$ cat config.mk
export PLATFORM = sky130hd
export DESIGN_NAME = fetch_unit
export DESIGN_NICKNAME = d
export VERILOG_FILES = /design/src/rtl/fetch_unit.sv
export SDC_FILE = /design/constraint.sdc
export NUM_CORES = 1
export LEC_CHECK = 0
export ABC_CLOCK_PERIOD_IN_PS = 3570
export CAP_MARGIN = 20
export CORE_ASPECT_RATIO = 0.8
export CORE_MARGIN = 3
export CORE_UTILIZATION = 42
export DETAILED_ROUTE_END_ITERATION = 6
export HOLD_SLACK_MARGIN = 0.08
export PLACE_DENSITY = 0.84
export SYNTH_ARGS = -nofsm -noshare
export SYNTH_HDL_FRONTEND = slang
export SYNTH_SLANG_ARGS = --single-unit
$ cat constraint.sdc
create_clock -name clk -period 3.57 [get_ports clk]
set_clock_uncertainty 0.05 [all_clocks]
set_input_delay 0.357 -clock clk [delete_from_list [all_inputs] [get_ports clk]]
set_output_delay 0.357 -clock clk [all_outputs]
set_load 0.02 [all_outputs]
$ cat src/rtl/fetch_unit.sv
// Instruction fetch controller: one outstanding request at a time, feeding a
// downstream instruction buffer as {pc, instr} records, with backend redirect.
module fetch_unit #(
    parameter logic [31:0] RESET_PC = 32'h0000_0000
) (
    input  logic        clk,
    input  logic        reset,
    output logic        imem_req_valid,
    output logic [31:0] imem_req_addr,
    input  logic        imem_req_ready,
    input  logic        imem_resp_valid,
    input  logic [31:0] imem_resp_data,
    input  logic        redirect_valid,
    input  logic [31:0] redirect_pc,
    input  logic        buf_full,
    output logic        write_en,
    output logic [63:0] write_data,
    output logic [31:0] fetch_count
);

    // state | meaning
    // IDLE  | just out of reset, moves to FETCH on the first edge
    // FETCH | present request at pc until memory accepts it
    // WAIT  | request outstanding, waiting for the response
    // WRITE | single cycle pushing the captured record downstream
    // DRAIN | redirected while outstanding; discard the stale response
    typedef enum logic [2:0] {
        S_IDLE,
        S_FETCH,
        S_WAIT,
        S_WRITE,
        S_DRAIN
    } state_t;

    state_t      state_q, state_d;
    logic [31:0] pc_q, pc_d;
    logic [63:0] wdata_q, wdata_d;
    logic [31:0] count_q, count_d;

    always_ff @(posedge clk or posedge reset) begin
        if (reset) begin
            state_q <= S_IDLE;
            pc_q    <= RESET_PC;
            wdata_q <= 64'h0;
            count_q <= 32'h0;
        end else begin
            state_q <= state_d;
            pc_q    <= pc_d;
            wdata_q <= wdata_d;
            count_q <= count_d;
        end
    end

    always_comb begin
        state_d        = state_q;
        pc_d           = pc_q;
        wdata_d        = wdata_q;
        imem_req_valid = 1'b0;
        write_en       = 1'b0;

        case (state_q)
            S_IDLE: begin
                if (redirect_valid) pc_d = redirect_pc;
                state_d = S_FETCH;
            end
            S_FETCH: begin
                imem_req_valid = !buf_full && !redirect_valid;
                if (redirect_valid) begin
                    pc_d = redirect_pc;
                end else if (imem_req_valid && imem_req_ready) begin
                    state_d = S_WAIT;
                end
            end
            S_WAIT: begin
                if (redirect_valid) begin
                    pc_d    = redirect_pc;
                    state_d = imem_resp_valid ? S_FETCH : S_DRAIN;
                end else if (imem_resp_valid) begin
                    wdata_d = {pc_q, imem_resp_data};
                    state_d = S_WRITE;
                end
            end
            S_WRITE: begin
                write_en = !redirect_valid;
                pc_d     = redirect_valid ? redirect_pc : pc_q + 32'd4;
                state_d  = S_FETCH;
            end
            S_DRAIN: begin
                // a same-cycle response retires the outstanding request
                if (redirect_valid) pc_d = redirect_pc;
                if (imem_resp_valid) state_d = S_FETCH;
            end
            default: state_d = S_IDLE;
        endcase

        count_d = write_en ? count_q + 32'd1 : count_q;
    end

    assign imem_req_addr = pc_q;
    assign write_data    = wdata_q;
    assign fetch_count   = count_q;

endmodule

==> impl_results.md <==
- Final count of hold timing violations: 0
- Post-synthesis instance area: 6010 um^2
- Fraction of power consumed by combinational cells: 34.3%
- Power share of the sequential group: 37.4%
- Routed Antenna Nets: 0
- Count of buffers from port buffering: 199
- Final core occ: 63.4%
- Clock root cell: clkbuf_16
- Proportion of layout cells with a drive suffix above 1: 15.3%
- Arrival @ worst endpoint: 2.28 ns
- Shortest clock period the worst path allows after layout: 2.69 ns
- Final WL: 17.1 mm
- Wire length of the first global-routing pass: 27.2 mm
- Post-layout instance count excluding filler cells: 926
- Number of vias per cell after detailed routing: 5.53
- Number of buffers added for setup after CTS: 0
- Clock power frac: 28.3%
- Area added between synthesis and finish: 45.6%
- Critical path peak fanout: 13
- Proportion of synthesized chip area in sequential cells: 54.6%
- Endpoint kind of the worst setup timing path: primary output
- Resized cells post-CTS: 0
- Insertion delay of the later-clocked pin in the worst-skew pair: 0.42 ns
- Post-CTS clock slew at the launch and capture registers of the worst setup and hold paths: 0.06 ns
- Chip height: 113 um
- Internal cell power: 3.87 mW
- Via count of the first global-routing pass: 5168
- Switching power summed over all nets: 1.94 mW
- First DRT Iteration DRCs: 296
- Worst slew slack as a fraction of its limit: 43.4%
- Width of the die: 140 um
- Die area: 15800 um^2
- Crit share post-route: 75.3%
- Yosys warns: 0
- RSZ-0062 raised after global routing: no
- Leakage power of the design: 3.68 nW
- Most frequent cell after synthesis: dfrtp_1
- Setup CP Type: input port to primary output
- Run status: finished, final reports clean
- Synth top area share: 54.6%
- DR pass1 iterations: 5
- Antenna violations before repair: 2
- Final setup vio count: 0
- Effective utilization at floorplan: 43.6%
- Number of clock sinks seen by CTS: 131
- Post-Synthesis Cells: 536
- Data required time at the worst endpoint: 3.16 ns
- Post-synthesis cell type with the largest combined area: dfrtp_1
- Row Count: 38
- Hold bufs inserted after CTS: 0
- Antenna diodes: 0
- GR Util All Layers: 21.6%
- Average footprint of a synthesized cell: 11.2 um^2
- Placeable core region: 13800 um^2
- Total via count in the routed design: 5122
- Post-synth top flop: dfrtp_1
- Peak supply drop: 432 uV
- Startpoint types: input port
- Fill cell instance count of the final layout: 1046
- Cell types with the largest area share after synthesis: dfrtp_1, mux2_2, a21oi_1, xnor2_1, nand2_1
- CTS tree: built
- Routability Congestion: 0.824
- Number of flip-flops and latches in the synthesized netlist: 131
- Deepest level of the CTS H-tree: 4
- WL/cell: 18.5 um
- Peak clock frequency supported by timing: 0.372 GHz
- Final setup TNS: 0 ns
- Inst Count DP: 895
- HPWL after detailed placement: 12.1 mm
- Async set-or-reset flop fraction in the synthesized netlist: 100%
- Pin count of the biggest net entering global routing: 132
- Number of buffers created by CTS: 17
- Transition time at the pin with the least slew margin: 0.845 ns
- Most numerous cell types in the synthesized netlist: dfrtp_1, mux2_2, a21oi_1, nand2_1, nor2_1
- Pwr dens: 664 nW/um^2
- Count of unique library cells instantiated by Yosys: 45
- Post-synth EDFFs: 0
- Count of cells along the worst hold path: 2
- Clock Path Buffers: 2
- Number of max-cap violations: 0
- Final #Nets: 806
- Classification of the worst-slack hold path: flip-flop to flip-flop
- Reg2Reg Capture Point: imem_req_addr[28]$_DFFE_PP0P_
- Slew Limit Fails: 0
- Hold slack: 0.434 ns
- Total congestion overflow after global routing: 0
- Ports: 200
- Terminating pin of the worst hold path: write_data[58]$_DFFE_PP0P_
- Critical register-to-register path startpoint: state_q[1]$_DFFE_PP0P_
- Switching Fraction: 33.4%
- Origin of the worst min-delay path: write_data[58]$_DFFE_PP0P_
- DRC violation count after routing: 0
- FF-to-FF path depth: 5
- Register-to-register path setup slack: 1.13 ns
- Synth Net Count: 608
==> area by class of cell <==
class,instances,area (um^2),share of cell area (%)
clock buffer,19,453,5.18
inverter,7,30.0,0.343
clock inverter,12,108,1.23
sequential,131,3280,37.5
timing repair buffer,206,2070,23.7
multi-input combinational,371,2580,29.5
tap,180,225,2.57
==> flip-flops by register name (all words and copies together) (netlist names) <==
| register | flops |
|---|---|
| imem_req_addr | 32 |
| fetch_count | 32 |
| write_data | 64 |
| state_q | 3 |
==> metal layers <==
metal  track usage (%)  vias to the layer above  part of all wire, %
met1              27.4                     2483                   41
li1                  -                     2353                    -
met3              8.28                       25                   10
met2              34.9                      257                   48
met5                 0                        -                 0.13
met4              6.07                        4                  1.3
==> how the worst max path moves through the flow <==
stage	endpoint	start	slack [ns]
CTS	write_en	redirect_valid	0.87
detailed placement	write_data[5]$_DFFE_PP0P_	redirect_valid	0.72
global placement	write_data[15]$_DFFE_PP0P_	redirect_valid	0.85
floorplan	fetch_count[0]$_DFFE_PP0P_	reset	1.54
finish	write_en	redirect_valid	0.88
global route	write_en	redirect_valid	0.77
==> cell usage in the layout, fill, tap and decap left out, types with 3 or more instances in the layout <==
| cell | Yosys | final |
|---|---|---|
| a31oi_1 | 5 | 5 |
| and4_1 | 10 | 10 |
| dfrtp_1 | 131 | 131 |
| o22a_1 | 4 | 4 |
| nor3_1 | 6 | 6 |
| o22ai_1 | 11 | 11 |
| nor2_1 | 32 | 32 |
| nor4_1 | 7 | 7 |
| a31o_2 | 3 | 3 |
| and3_1 | 4 | 4 |
| buf_4 | 2 | 5 |
| nand2_1 | 44 | 44 |
| nand3_1 | 27 | 26 |
| clkbuf_16 | 0 | 17 |
| inv_1 | 7 | 6 |
| a21oi_1 | 44 | 44 |
| mux2_2 | 67 | 67 |
| nand4_1 | 15 | 15 |
| o21ai_0 | 21 | 21 |
| clkinvlp_4 | 0 | 7 |
| clkdlybuf4s50_1 | 0 | 199 |
| or3_1 | 5 | 5 |
| nor2b_1 | 5 | 5 |
| xor2_1 | 11 | 11 |
| clkinv_2 | 0 | 3 |
| xnor2_1 | 20 | 20 |
| o32ai_1 | 5 | 5 |
==> power groups by stage <==
stage	clock network [mW]	registers (mW)	logic, mW
6_report	1.64	2.17	1.99
5_1_grt	1.75	2.22	2.12
4_1_cts	1.68	2.17	2.01
3_5_place_dp	0	2.19	1.99
3_3_place_gp	0	2.16	1.95
2_1_floorplan	0	2.59	0.555
==> critical path, cell delays in order <==
cell and delay (ns):
clkdlybuf4s50_1 0.64, nand4bb_4 0.36, inv_1 0.24, clkdlybuf4s50_1 0.68
==> through the flow <==
step | total power, mW | worst slack (ns) | cell area [um^2]
after floorplan | 3.14 | 1.54 | 6010
after global placement | 4.11 | 0.848 | 8190
after detailed placement | 4.19 | 0.717 | 8190
after CTS | 5.86 | 0.869 | 8750
after global routing | 6.09 | 0.766 | 8750
final | 5.81 | 0.880 | 8750
==> cells by family (layout without fill, tap and decap cells) <==
| logic type | Yosys count | count (layout) | share of synthesized area (%) |
|---|---|---|---|
| flops | 131 | 131 | 54.6 |
| xor+xnor | 31 | 31 | 4.52 |
| compound gates | 107 | 107 | 10.8 |
| mux | 67 | 67 | 12.6 |
| buf+inv | 34 | 244 | 2.73 |
| simple gates | 162 | 162 | 14.1 |
| fa+ha+maj | 4 | 4 | 0.750 |
(Power assumes the default switching activity.)
